<file path="config.mk">
export PLATFORM = sky130hd
export DESIGN_NAME = sd_block_arbiter
export DESIGN_NICKNAME = d
export VERILOG_FILES = /design/src/rtl/sd_pkg.sv /design/src/rtl/rr_arb2.sv /design/src/rtl/sd_block_arbiter.sv
export SDC_FILE = /design/constraint.sdc
export NUM_CORES = 1
export LEC_CHECK = 0
export ABC_AREA = 1
export ABC_CLOCK_PERIOD_IN_PS = 1750
export CORE_ASPECT_RATIO = 2
export CORE_UTILIZATION = 46
export DETAILED_ROUTE_END_ITERATION = 10
export HOLD_SLACK_MARGIN = 0.06
export PLACE_DENSITY = 0.89
export SLEW_MARGIN = 10
export SYNTH_ARGS = -nofsm -noshare
export SYNTH_HDL_FRONTEND = slang
export SYNTH_SLANG_ARGS = --single-unit
</file>
<file path="constraint.sdc">
create_clock -name clk -period 1.75 [get_ports clk]
set_input_delay 0.2625 -clock clk [delete_from_list [all_inputs] [get_ports clk]]
set_output_delay 0.2625 -clock clk [all_outputs]
set_load 0.005 [all_outputs]
</file>
<file path="src/rtl/sd_pkg.sv">
// Shared definitions for the SD block-read arbiter: FSM encoding, block-size constants
// and the saturating byte-count helper.
package sd_pkg;

    localparam int unsigned SD_BLOCK_SIZE       = 512;
    localparam int unsigned BLOCK_BYTES_DEFAULT = SD_BLOCK_SIZE;
    localparam int unsigned BYTE_CNT_W          = 10;
    localparam int unsigned BYTE_CNT_MAX        = (1 << BYTE_CNT_W) - 1;

    typedef enum logic [1:0] {
        ST_IDLE  = 2'd0,
        ST_ISSUE = 2'd1,
        ST_BUSY  = 2'd2,
        ST_DONE  = 2'd3
    } sd_state_e;

    // Byte counter sticks at its maximum instead of wrapping.
    function automatic logic [BYTE_CNT_W-1:0] sat_inc(input logic [BYTE_CNT_W-1:0] v);
        return (v == BYTE_CNT_W'(BYTE_CNT_MAX)) ? v : v + BYTE_CNT_W'(1);
    endfunction

endpackage

</file>
<file path="src/rtl/rr_arb2.sv">
// Two-way round-robin pick: the pointer breaks ties, and a lone requester always wins.
module rr_arb2 (
    input  logic [1:0] req,
    input  logic       pointer,
    output logic [1:0] grant_c
);

    always_comb begin
        grant_c = 2'b00;
        case (req)
            2'b01:   grant_c = 2'b01;
            2'b10:   grant_c = 2'b10;
            2'b11:   grant_c = pointer ? 2'b10 : 2'b01;
            default: grant_c = 2'b00;
        endcase
    end

endmodule

</file>
<file path="src/rtl/sd_block_arbiter.sv">
// Shares one SD controller between two block-read requesters: round-robin grant,
// command issue, byte forwarding, and done/err reporting per transaction.
module sd_block_arbiter
    import sd_pkg::*;
#(
    parameter int unsigned TIMEOUT     = 1024,
    parameter int unsigned BLOCK_BYTES = BLOCK_BYTES_DEFAULT
) (
    input  logic        clk,
    input  logic        rst_n,
    input  logic [1:0]  req,
    input  logic [31:0] req_addr0,
    input  logic [31:0] req_addr1,
    output logic [1:0]  gnt,
    output logic [1:0]  rd_valid,
    output logic [7:0]  rd_data,
    output logic [1:0]  done,
    output logic [1:0]  err,
    output logic        SDctrl_start,
    output logic [31:0] SDctrl_address,
    input  logic        SDctrl_available,
    input  logic        SDctrl_valid,
    input  logic [7:0]  SDctrl_data
);

    localparam int unsigned TMO_W = (TIMEOUT > 1) ? $clog2(TIMEOUT) : 1;

    sd_state_e              state, state_d;
    logic [1:0]             gnt_d, rd_valid_d, done_d, err_d;
    logic [1:0]             arb_grant_c;
    logic [7:0]             rd_data_d;
    logic                   start_d;
    logic [31:0]            addr_d;
    logic [BYTE_CNT_W-1:0]  byte_cnt, byte_cnt_d, byte_cnt_n;
    logic [TMO_W-1:0]       tmo_cnt, tmo_cnt_d;
    logic                   ptr, ptr_d;
    logic                   cnt_err;

    rr_arb2 u_rr_arb2 (
        .req     (req),
        .pointer (ptr),
        .grant_c (arb_grant_c)
    );

    // State and registered outputs.
    always_ff @(posedge clk or negedge rst_n) begin
        if (!rst_n) begin
            state          <= ST_IDLE;
            gnt            <= 2'b00;
            rd_valid       <= 2'b00;
            rd_data        <= 8'h00;
            done           <= 2'b00;
            err            <= 2'b00;
            SDctrl_start   <= 1'b0;
            SDctrl_address <= 32'h0;
            byte_cnt       <= '0;
            tmo_cnt        <= '0;
            ptr            <= 1'b0;
        end else begin
            state          <= state_d;
            gnt            <= gnt_d;
            rd_valid       <= rd_valid_d;
            rd_data        <= rd_data_d;
            done           <= done_d;
            err            <= err_d;
            SDctrl_start   <= start_d;
            SDctrl_address <= addr_d;
            byte_cnt       <= byte_cnt_d;
            tmo_cnt        <= tmo_cnt_d;
            ptr            <= ptr_d;
        end
    end

    // Next-state and next-output logic; done/err are launched on entry to DONE so they
    // line up with the DONE cycle while gnt is still asserted.
    always_comb begin
        state_d    = state;
        gnt_d      = gnt;
        rd_valid_d = 2'b00;
        rd_data_d  = rd_data;
        done_d     = 2'b00;
        err_d      = 2'b00;
        start_d    = SDctrl_start;
        addr_d     = SDctrl_address;
        byte_cnt_d = byte_cnt;
        byte_cnt_n = byte_cnt;
        tmo_cnt_d  = tmo_cnt;
        ptr_d      = ptr;
        cnt_err    = 1'b0;

        case (state)
            ST_IDLE: begin
                if (SDctrl_available && (req != 2'b00)) begin
                    gnt_d      = arb_grant_c;
                    addr_d     = arb_grant_c[1] ? req_addr1 : req_addr0;
                    start_d    = 1'b1;
                    byte_cnt_d = '0;
                    tmo_cnt_d  = '0;
                    state_d    = ST_ISSUE;
                end
            end

            ST_ISSUE: begin
                if (!SDctrl_available) begin
                    start_d = 1'b0;
                    state_d = ST_BUSY;
                end else if (tmo_cnt == TMO_W'(TIMEOUT - 1)) begin
                    start_d = 1'b0;
                    done_d  = gnt;
                    err_d   = gnt;
                    state_d = ST_DONE;
                end else begin
                    tmo_cnt_d = tmo_cnt + TMO_W'(1);
                end
            end

            ST_BUSY: begin
                if (SDctrl_valid) begin
                    rd_valid_d = gnt;
                    rd_data_d  = SDctrl_data;
                    byte_cnt_n = sat_inc(byte_cnt);
                end
                byte_cnt_d = byte_cnt_n;
                // A byte arriving with the rising available edge is already in byte_cnt_n.
                if (SDctrl_available) begin
                    cnt_err = (byte_cnt_n != BYTE_CNT_W'(BLOCK_BYTES));
                    done_d  = gnt;
                    err_d   = gnt & {2{cnt_err}};
                    state_d = ST_DONE;
                end
            end

            ST_DONE: begin
                gnt_d   = 2'b00;
                ptr_d   = gnt[0];
                state_d = ST_IDLE;
            end

            default: state_d = ST_IDLE;
        endcase
    end

endmodule

</file>
==> flow_metrics.env, run 1 <==
export IMPL_status="completed"
export IMPL_max_freq_mhz=603
export IMPL_crit_type="reg2reg"
export IMPL_synth_ff_type="dfrtp_1"
export IMPL_worstPathRequired_ns=1.95
export IMPL_final_layout_size_suffix_gt1_frac=0.149
export IMPL_tightest_slew_ns=0.473
export IMPL_antenna_cells=0
export IMPL_min_path_type="in2async"
export IMPL_cts_root_buf="clkbuf_16"
export IMPL_slew_headroom=0.685
export IMPL_r2r_start="state[0]"
export IMPL_fp_dieW_um=65.2
export IMPL_clkSinkCount=72
export IMPL_drt_iter0_drc=199
export IMPL_wl_met2_um=6330
export IMPL_met3WireLength_um=716
export IMPL_rows=45
export IMPL_crit_fanout=25
export IMPL_synth_cell_types=38
export IMPL_cts_tree="done"
export IMPL_clockBufferDepth=2
export IMPL_grt_max_degree=34
export IMPL_reg2reg_depth=8
export IMPL_synthCells=437
export IMPL_antenna_left=0
export IMPL_crit_path_cell_trace="inv_2 -> ha_4 -> inv_1 -> nor2_4 -> inv_2 -> buf_4 -> nand2_1 -> o21ai_0"
export IMPL_power_leakage_nw=2.42
export IMPL_finalCritPeriodShare=0.948
export IMPL_routed_wl_um=11400
export IMPL_synth_edff_count=0
export IMPL_place_area_um2=5150
export IMPL_num_vias=3687
export IMPL_core_area_um2=7660
export IMPL_r2r_setup_slack_ns=0.09
export IMPL_clock_skew_ns=0.00820
export IMPL_die_h_um=128
export IMPL_numCtsBuffers=9
export IMPL_dieArea_um2=8380
export IMPL_grt_pass1_wl_um=18200
export IMPL_end_kind="register"
export IMPL_slowest_delay_ns=0.45
export IMPL_maxCapViolCount=0
export IMPL_tns_ns=0
export IMPL_power_w=0.00815
export IMPL_fin_nets=662
export IMPL_grt_overflow=0
export IMPL_grt_pass1_vias=3896
export IMPL_vias_per_cell=5.45
export IMPL_period_needed_ns=1.66
export IMPL_initial_utilization=0.481
export IMPL_setup_violations=0
export IMPL_crit_slowest_cell="dfrtp_2"
export IMPL_cp_common_cell="inv_2"
export IMPL_seq_area_frac_synth=0.490
export IMPL_post_drt_wl_per_cell_um=16.8
export IMPL_hold_viol_final=0
export IMPL_ys_async_sr_fraction=1.00
export IMPL_insertion_delay_ns=0.34
export IMPL_ys_ff_latch=72
export IMPL_route_detailed_drc=0
export IMPL_areaGrowthSynthToFinish_pct=52.5
export IMPL_synth_warning_count=0
export IMPL_fillers=527
export IMPL_finalMaxSlewViolations=0
export IMPL_top_layer="met4"
export IMPL_startpoint_type="register"
export IMPL_final_area_um2=5610
export IMPL_numPortBuffers=126
export IMPL_dpl_hpwl_um=7870
export IMPL_drtPass1Iterations=4
export IMPL_r2r_end="SDctrl_address[27]"
export IMPL_synth_avg_cell_area_um2=8.42
export IMPL_syn_area_um2=3680
export IMPL_wl_met1_um=3790
export IMPL_critical_path_arrival_ns=1.86
export IMPL_ios=127
export IMPL_h_tree_depth=3
export IMPL_grtUsageTotal=0.288
export IMPL_globalplace_congestion=0.915
export IMPL_ir_worst_vdd_uv=1040
export IMPL_pwr_density_cell_nw_per_um2=1450
export IMPL_antenna_found_initial=0
export IMPL_path_clk_slew_ns=0.06
export IMPL_syn_nets=522
[report_power, final]
part / internal (W) / leakage, nW / switching (W) / total (W)
sequential: 0.00225 / 0.926 / 0.000427 / 0.00268
combinational: 0.00176 / 1.32 / 0.00169 / 0.00345
clock: 0.00132 / 0.165 / 0.000705 / 0.00203
total: 0.00534 / 2.42 / 0.00282 / 0.00815
[area by class of cell]
class                           instances  area, um^2  area share
Clock buffer                           11         253      0.0450
Clock inverter                          5        78.8      0.0140
Inverter                               35         131      0.0234
Multi-Input combinational cell        315        1780       0.317
Sequential cell                        72        1800       0.322
Tap cell                               94         118      0.0210
Timing Repair Buffer                  144        1450       0.258
[worst max-delay path by stage]
| stage | startpoint | to | slack, ns |
|---|---|---|---|
| 5_1_grt | byte_cnt[1] | err[0] | -0.05 |
| 6_report | state[0] | SDctrl_address[27] | 0.09 |
| 2_1_floorplan | state[0] | SDctrl_address[0] | 0.17 |
| 3_3_place_gp | SDctrl_valid | err[1] | -0.03 |
| 3_5_place_dp | SDctrl_valid | err[1] | -0.09 |
| 4_1_cts | state[1] | tmo_cnt[5] | 0.03 |
[sequential cells by signal, summed over array words and instances (netlist names)]
name	flops
ptr	1
rd_valid	2
gnt	2
err	2
SDctrl_address	32
state	2
done	2
rd_data	8
tmo_cnt	10
byte_cnt	10
SDctrl_start	1
[cells in the mapped netlist, types with 3 or more instances]
cell type   n  share of area
nor2_2      4         0.0068
nand3_1    23          0.031
xor2_1      3         0.0071
nand4_1     4         0.0068
o21ai_0    66          0.090
a21oi_1     6         0.0082
xnor2_1     4         0.0095
o21ai_1    11          0.015
o22ai_1     8          0.014
o31ai_2     3          0.010
buf_2       4         0.0054
mux2_2      8          0.024
ha_1        7          0.024
dfrtp_1    72           0.49
nand2_2     4         0.0068
nand2_1    89          0.091
clkbuf_1    9         0.0092
nor2_1     53          0.054
inv_1      33          0.034
[cells by family after synthesis]
group,Yosys count,share of synthesized area
flops,72,0.490
compound gates,102,0.154
xor+xnor,7,0.0167
simple gates,190,0.235
mux,8,0.0245
fa+ha+maj,7,0.0238
buf+inv,51,0.0568
[layer usage]
| layer | vias up | GRT usage |
|---|---|---|
| met3 | 43 | 0.0736 |
| met5 | - | 0 |
| li1 | 1729 | - |
| met2 | 165 | 0.515 |
| met4 | 0 | 0.174 |
| met1 | 1750 | 0.290 |
[timing repair]
item,4_1_cts,5_1_grt
endpoints found under the hold margin,16,0
hold buffers,1,0
setup endpoints to repair,31,29
cloned,0,1
setup buffers,0,1
resized for setup,4,26
pin swaps,0,5
[layout by cell type, fill, tap and decap left out, types with 2 or more instances in the layout]
cell,instances
o31ai_1,2
dfrtp_2,2
nor2_2,3
nor3_1,2
nand2_4,2
xor2_1,3
nand3_4,2
ha_1,3
o22ai_1,8
clkbuf_16,9
dfrtp_1,70
nand3_1,21
clkdlybuf4s50_1,125
nand4_1,4
a21oi_1,6
o21ai_2,3
clkbuf_8,2
inv_1,31
nand2_1,82
xnor2_1,4
nand3_2,3
mux2_2,8
buf_12,4
bufinv_16,2
o21ai_0,65
nor2_4,5
inv_2,4
clkinv_2,2
ha_2,2
nor2_1,51
o21ai_1,11
nand2_2,11
ha_4,2
buf_4,12
o31ai_2,3
[critical path, delay by kind of cell, from the launching register on]
family | cells | cell delay (ns)
AOI/OAI and AO/OA | 1 | 0.10
adders and majority gates | 1 | 0.20
buffers and inverters | 4 | 0.51
DFF | 1 | 0.45
and+or+nand+nor | 2 | 0.25
[per-stage QoR]
step	hold WS (ns)	setup WS, ns	util	cells
after detailed placement	0.236	-0.0904	0.672	657
final	0.407	0.0910	0.733	676
after CTS	0.408	0.0268	0.719	674
after global routing	0.453	-0.0471	0.733	676
after global placement	0.227	-0.0288	0.672	657
after floorplan	-0.0331	0.168	-	437
Power figures use the tool's default switching activity.
==> inputs of run 2 (changes only) <==
- ABC_CLOCK_PERIOD_IN_PS: 1750 -> 1700
- CTS_CLUSTER_DIAMETER: unset -> 50
- clock period: 1.75 -> 1.7 ns (I/O delays scaled with it)
==> run 2 against run 1 <==
  * The run now ends with setup timing left
  * Die area unchanged
  * Sequential share of layout area about the same
  * Routed wire length increased by 4.3%
  * Worst hold slack gained 0.084 ns
  * Register-to-register slack got worse by 0.095 ns
  * Highest routed layer unchanged
==> flow_metrics.env, run 2 (synthesis results as in run 1) <==
export IMPL_numCtsBuffers=9
export IMPL_dieArea_um2=8380
export IMPL_maxCapViolCount=0
export IMPL_min_path_type="reg2reg"
export IMPL_hold_ws_ns=0.491
export IMPL_rows=45
export IMPL_worstPathRequired_ns=1.97
export IMPL_fin_cells=678
export IMPL_path_clk_slew_ns=0.06
export IMPL_antenna_left=0
export IMPL_ir_worst_vdd_uv=877
export IMPL_antenna_found_initial=0
export IMPL_pwr_density_cell_nw_per_um2=1480
export IMPL_place_area_um2=5160
export IMPL_grt_pass1_vias=4005
export IMPL_power_leakage_nw=2.40
export IMPL_rsz0062_at_grt="true"
export IMPL_ios=127
export IMPL_finalCritPeriodShare=1.00
export IMPL_status="finished, violations left"
export IMPL_setup_violations=1
export IMPL_startpoint_type="register"
export IMPL_dp_cells=660
export IMPL_core_area_um2=7660
export IMPL_num_vias=3810
export IMPL_final_cell_mix="125 x clkdlybuf4s50_1, 87 x nand2_1, 71 x dfrtp_1"
export IMPL_end_kind="register"
export IMPL_numPortBuffers=126
export IMPL_slowest_delay_ns=0.43
export IMPL_antenna_cells=0
export IMPL_drt_iter0_drc=256
export IMPL_top_register="SDctrl_address"
export IMPL_cts_root_buf="clkbuf_16"
export IMPL_grt_overflow=0
export IMPL_die_h_um=128
export IMPL_routed_wl_um=11900
export IMPL_fillers=512
export IMPL_fp_dieW_um=65.2
export IMPL_critical_path_arrival_ns=1.97
export IMPL_grt_pass1_wl_um=18100
export IMPL_crit_type="reg2reg"
export IMPL_fin_nets=665
export IMPL_drtPass1Iterations=5
export IMPL_crit_fanout=4
export IMPL_power_w=0.00828
export IMPL_clock_skew_ns=0.0105
export IMPL_hold_viol_final=0
export IMPL_vias_per_cell=5.62
export IMPL_cts_tree="done"
export IMPL_initial_utilization=0.481
export IMPL_grtUsageTotal=0.285
export IMPL_max_freq_mhz=587
export IMPL_period_needed_ns=1.70
export IMPL_crit_slowest_cell="dfrtp_1"
export IMPL_insertion_delay_ns=0.33
export IMPL_grt_max_degree=73
export IMPL_route_detailed_drc=0
export IMPL_h_tree_depth=3
export IMPL_setup_ws_ns=-0.00397
export IMPL_final_layout_size_suffix_gt1_frac=0.142
export IMPL_violations="setup timing"
export IMPL_clockBufferDepth=2
export IMPL_areaGrowthSynthToFinish_pct=52.3
export IMPL_layout_commonest_cell="clkdlybuf4s50_1"
export IMPL_largest_reg_flops=32
export IMPL_crit_path_cell_trace="ha_4 -> nand2_2 -> nor3_4 -> nand3_4 -> nand2_2 -> nand3_4 -> nor2_2 -> nand2_1 -> inv_1"
export IMPL_clkSinkCount=72
export IMPL_reg_top3="SDctrl_address (32), byte_cnt (10), tmo_cnt (10)"
export IMPL_dpl_hpwl_um=7950
export IMPL_tns_ns=-0.00397
export IMPL_tightest_slew_ns=0.382
export IMPL_slew_headroom=0.745
export IMPL_post_drt_wl_per_cell_um=17.5
export IMPL_final_area_um2=5610
export IMPL_finalMaxSlewViolations=0
export IMPL_globalplace_congestion=0.884
-- run 2: cell types whose count changed in the layout (fill, tap and decap cells not counted), sizes merged --
cell and delta:
bufinv -1, clkinvlp +1, nand2 -1, clkinv -2, clkbuf +1, buf +4
-- run 2: cell type report --
class,instances,area [um^2],share of cell area
Timing Repair Buffer,148,1470,0.262
Tap cell,94,118,0.0210
Clock inverter,3,42.5,0.00759
Clock buffer,12,246,0.0440
Sequential cell,72,1800,0.322
Multi-Input combinational cell,314,1800,0.320
Inverter,35,131,0.0234
-- run 2: critical path: cells and delay by family, from the launching register on --
family        cells  cell delay, ns
fa+ha+maj         1            0.17
buf+inv           1            0.06
flops             1            0.43
simple gates      7            0.98
-- run 2: through the flow --
stage                     setup WS, ns  utilization
after CTS                      -0.0311        0.714
after global routing           -0.0591        0.732
final                         -0.00397        0.732
after global placement         -0.0721        0.673
after floorplan                  0.118            -
after detailed placement        -0.148        0.673
-- run 2: metal layers --
metal | track usage | vias to the layer above | part of all wire
met2 | 0.510 | 201 | 0.56
met4 | 0.173 | 0 | 0.048
li1 | - | 1740 | -
met3 | 0.0807 | 50 | 0.065
met1 | 0.280 | 1819 | 0.33
met5 | 0 | - | 0
-- run 2: power by group --
group          switching, W  internal, W
Sequential         0.000448      0.00232
Clock              0.000698      0.00117
Combinational       0.00179      0.00186
Total               0.00293      0.00535
-- run 2: what timing repair did --
item / in CTS / in global routing
pin swaps: 0 / 9
endpoints found under the hold margin: 72 / 0
resized for setup: 4 / 27
endpoints found under the setup margin: 35 / 51
buffers inserted: 0 / 2
hold buffers: 1 / 0
-- run 2: path summary, 6_finish.rpt --
kind	from	end	slack, ns	depth (start not counted)
worst max-delay path	tmo_cnt[0]	err[1]	-0.004	9
worst min-delay path	SDctrl_address[15]	SDctrl_address[15]	0.49	2
worst max register to register	tmo_cnt[0]	err[1]	-0.004	9
worst min register to register	SDctrl_address[15]	SDctrl_address[15]	0.49	2
max in group asynchronous	rst_n	byte_cnt[2]	0.84	3
min in group asynchronous	rst_n	SDctrl_address[12]	0.53	3
==> inputs of run 3 (changes only) <==
- ABC_CLOCK_PERIOD_IN_PS: 1700 -> 1980
- CAP_MARGIN: unset -> 20
- CORE_UTILIZATION: 46 -> 49
- PLACE_DENSITY: 0.89 -> 0.94
- clock period: 1.7 -> 1.98 ns (I/O delays scaled with it)
==> run 3 against run 2 <==
  * Critical endpoint is now SDctrl_address[16]
  * Non-clock buffer count is 11 lower
  * Clock power is 17% lower
  * Worst setup slack better by 0.090 ns
  * Highest routed layer unchanged
  * Global-route usage is 5.4 points higher
  * Worst hold slack worse by 0.012 ns
  * Sequential power is 13% lower
  * Largest power group unchanged
  * Clock skew hardly changed
  * The flow now finishes without violations
  * Clock-buffer cell count is 1 higher
  * Routed wire length is 5.7% higher
==> flow_metrics.env, run 3 (synthesis results as in run 1) <==
export IMPL_status="completed"
export IMPL_crit_slowest_cell="dfrtp_1"
export IMPL_drt_iter0_drc=301
export IMPL_numCtsBuffers=9
export IMPL_grt_pass1_wl_um=20100
export IMPL_place_area_um2=5080
export IMPL_tightest_slew_ns=0.813
export IMPL_max_freq_mhz=528
export IMPL_drtPass1Iterations=5
export IMPL_finalMaxSlewViolations=0
export IMPL_critical_path_arrival_ns=2.12
export IMPL_cp_common_cell="inv_1"
export IMPL_crit_family="buffers and inverters"
export IMPL_register_area_um2=1800
export IMPL_routed_wl_um=12600
export IMPL_r2r_setup_slack_ns=0.09
export IMPL_r2r_start="state[1]"
export IMPL_vias_per_cell=5.87
export IMPL_slowest_delay_ns=0.41
export IMPL_cts_tree="done"
export IMPL_r2r_end="SDctrl_address[16]"
export IMPL_globalplace_congestion=0.873
export IMPL_clkSinkCount=72
export IMPL_crit_fanout=33
export IMPL_multi_input_area_um2=1670
export IMPL_power_w=0.00693
export IMPL_h_tree_depth=3
export IMPL_antenna_found_initial=0
export IMPL_numPortBuffers=126
export IMPL_finalCritPeriodShare=0.956
export IMPL_seq_power_share=0.348
export IMPL_ir_worst_vdd_uv=1030
export IMPL_end_kind="register"
export IMPL_dpl_hpwl_um=8450
export IMPL_slew_headroom=0.457
export IMPL_fin_cells=664
export IMPL_rsz0062_at_grt="false"
export IMPL_maxCapViolCount=0
export IMPL_post_drt_wl_per_cell_um=18.9
export IMPL_switchingPower_w=0.00254
export IMPL_crit_type="reg2reg"
export IMPL_clock_skew_ns=0.0109
export IMPL_ios=127
export IMPL_worstPathRequired_ns=2.21
export IMPL_cts_root_buf="clkbuf_16"
export IMPL_grt_overflow=0
export IMPL_hold_viol_final=0
export IMPL_combPwrFrac=0.428
export IMPL_clockBufferDepth=2
export IMPL_final_layout_size_suffix_gt1_frac=0.0962
export IMPL_dieArea_um2=7880
export IMPL_antenna_left=0
export IMPL_startpoint_type="register"
export IMPL_top_register="SDctrl_address"
export IMPL_reg2reg_depth=7
export IMPL_crit_cells=7
export IMPL_antenna_cells=0
export IMPL_num_vias=3898
export IMPL_grtUsageTotal=0.339
export IMPL_route_detailed_drc=0
export IMPL_fp_dieW_um=63.3
export IMPL_initial_utilization=0.506
export IMPL_layout_commonest_cell="clkdlybuf4s50_1"
export IMPL_grt_max_degree=34
export IMPL_swShare=0.366
export IMPL_fin_util=0.739
export IMPL_rows=44
export IMPL_pwr_density_cell_nw_per_um2=1290
export IMPL_final_cell_mix="125 x clkdlybuf4s50_1, 89 x nand2_1, 72 x dfrtp_1"
export IMPL_areaGrowthSynthToFinish_pct=46.0
export IMPL_power_leakage_nw=2.32
export IMPL_grt_pass1_vias=4163
export IMPL_reg_top3="SDctrl_address (32), byte_cnt (10), tmo_cnt (10)"
export IMPL_p_clk_frac=0.224
export IMPL_fillers=482
export IMPL_die_h_um=125
export IMPL_path_clk_slew_ns=0.06
export IMPL_min_path_type="in2async"
export IMPL_path_buf_inv=3
export IMPL_final_area_um2=5370
export IMPL_period_needed_ns=1.89
export IMPL_setup_violations=0
export IMPL_crit_path_cell_trace="inv_1 -> ha_2 -> inv_1 -> nor2_4 -> buf_12 -> o21ai_0 -> o21ai_1"
export IMPL_insertion_delay_ns=0.34
export IMPL_core_area_um2=7270
export IMPL_dp_cells=648
export IMPL_largest_reg_flops=32
export IMPL_power_internal_w=0.00439
export IMPL_fin_nets=654
[run 3: cell type report]
class / count / area share
Inverter: 35 / 0.0245
Timing Repair Buffer: 137 / 0.257
Sequential cell: 72 / 0.335
Clock buffer: 13 / 0.0447
Multi-Input combinational cell: 314 / 0.312
Clock inverter: 1 / 0.00559
Tap cell: 92 / 0.0214
[run 3: worst max path at each step]
stage,start,to,slack (ns)
3_3_place_gp,SDctrl_valid,err[1],0.10
6_report,state[1],SDctrl_address[16],0.09
4_1_cts,state[1],SDctrl_address[16],0.01
3_5_place_dp,req[0],SDctrl_address[16],-0.1
5_1_grt,byte_cnt[0],err[0],0.005
2_1_floorplan,state[0],SDctrl_address[0],0.40
[run 3: through the flow]
step                hold slack (ns)  worst slack, ns  TNS, ns
floorplan                   0.00141            0.398        0
global placement              0.270            0.100        0
detailed placement            0.277          -0.0957   -0.108
CTS                           0.459           0.0109        0
global route                  0.503          0.00480        0
finish                        0.479           0.0862        0
[run 3: power by group through the flow]
stage | logic (W) | registers (W) | clock network, W
3_5_place_dp | 0.00277 | 0.00238 | 0
5_1_grt | 0.00319 | 0.00244 | 0.00161
4_1_cts | 0.00292 | 0.00239 | 0.00155
6_report | 0.00296 | 0.00241 | 0.00155
2_1_floorplan | 0.00132 | 0.00231 | 0
3_3_place_gp | 0.00264 | 0.00233 | 0
[run 3: timing repair]
action | in CTS | in global routing
resized for setup | 1 | 2
buffers inserted | 0 | 1
endpoints found under the hold margin | 16 | 0
hold buffers | 1 | 0
endpoints found under the setup margin | 1 | 9
[run 3: routing by layer]
| metal | track usage | vias up | routed length [um] |
|---|---|---|---|
| met4 | 0.275 | 0 | 1050 |
| met2 | 0.587 | 243 | 6590 |
| met5 | 0 | - | 0 |
| li1 | - | 1706 | - |
| met3 | 0.0824 | 73 | 959 |
| met1 | 0.330 | 1876 | 3960 |
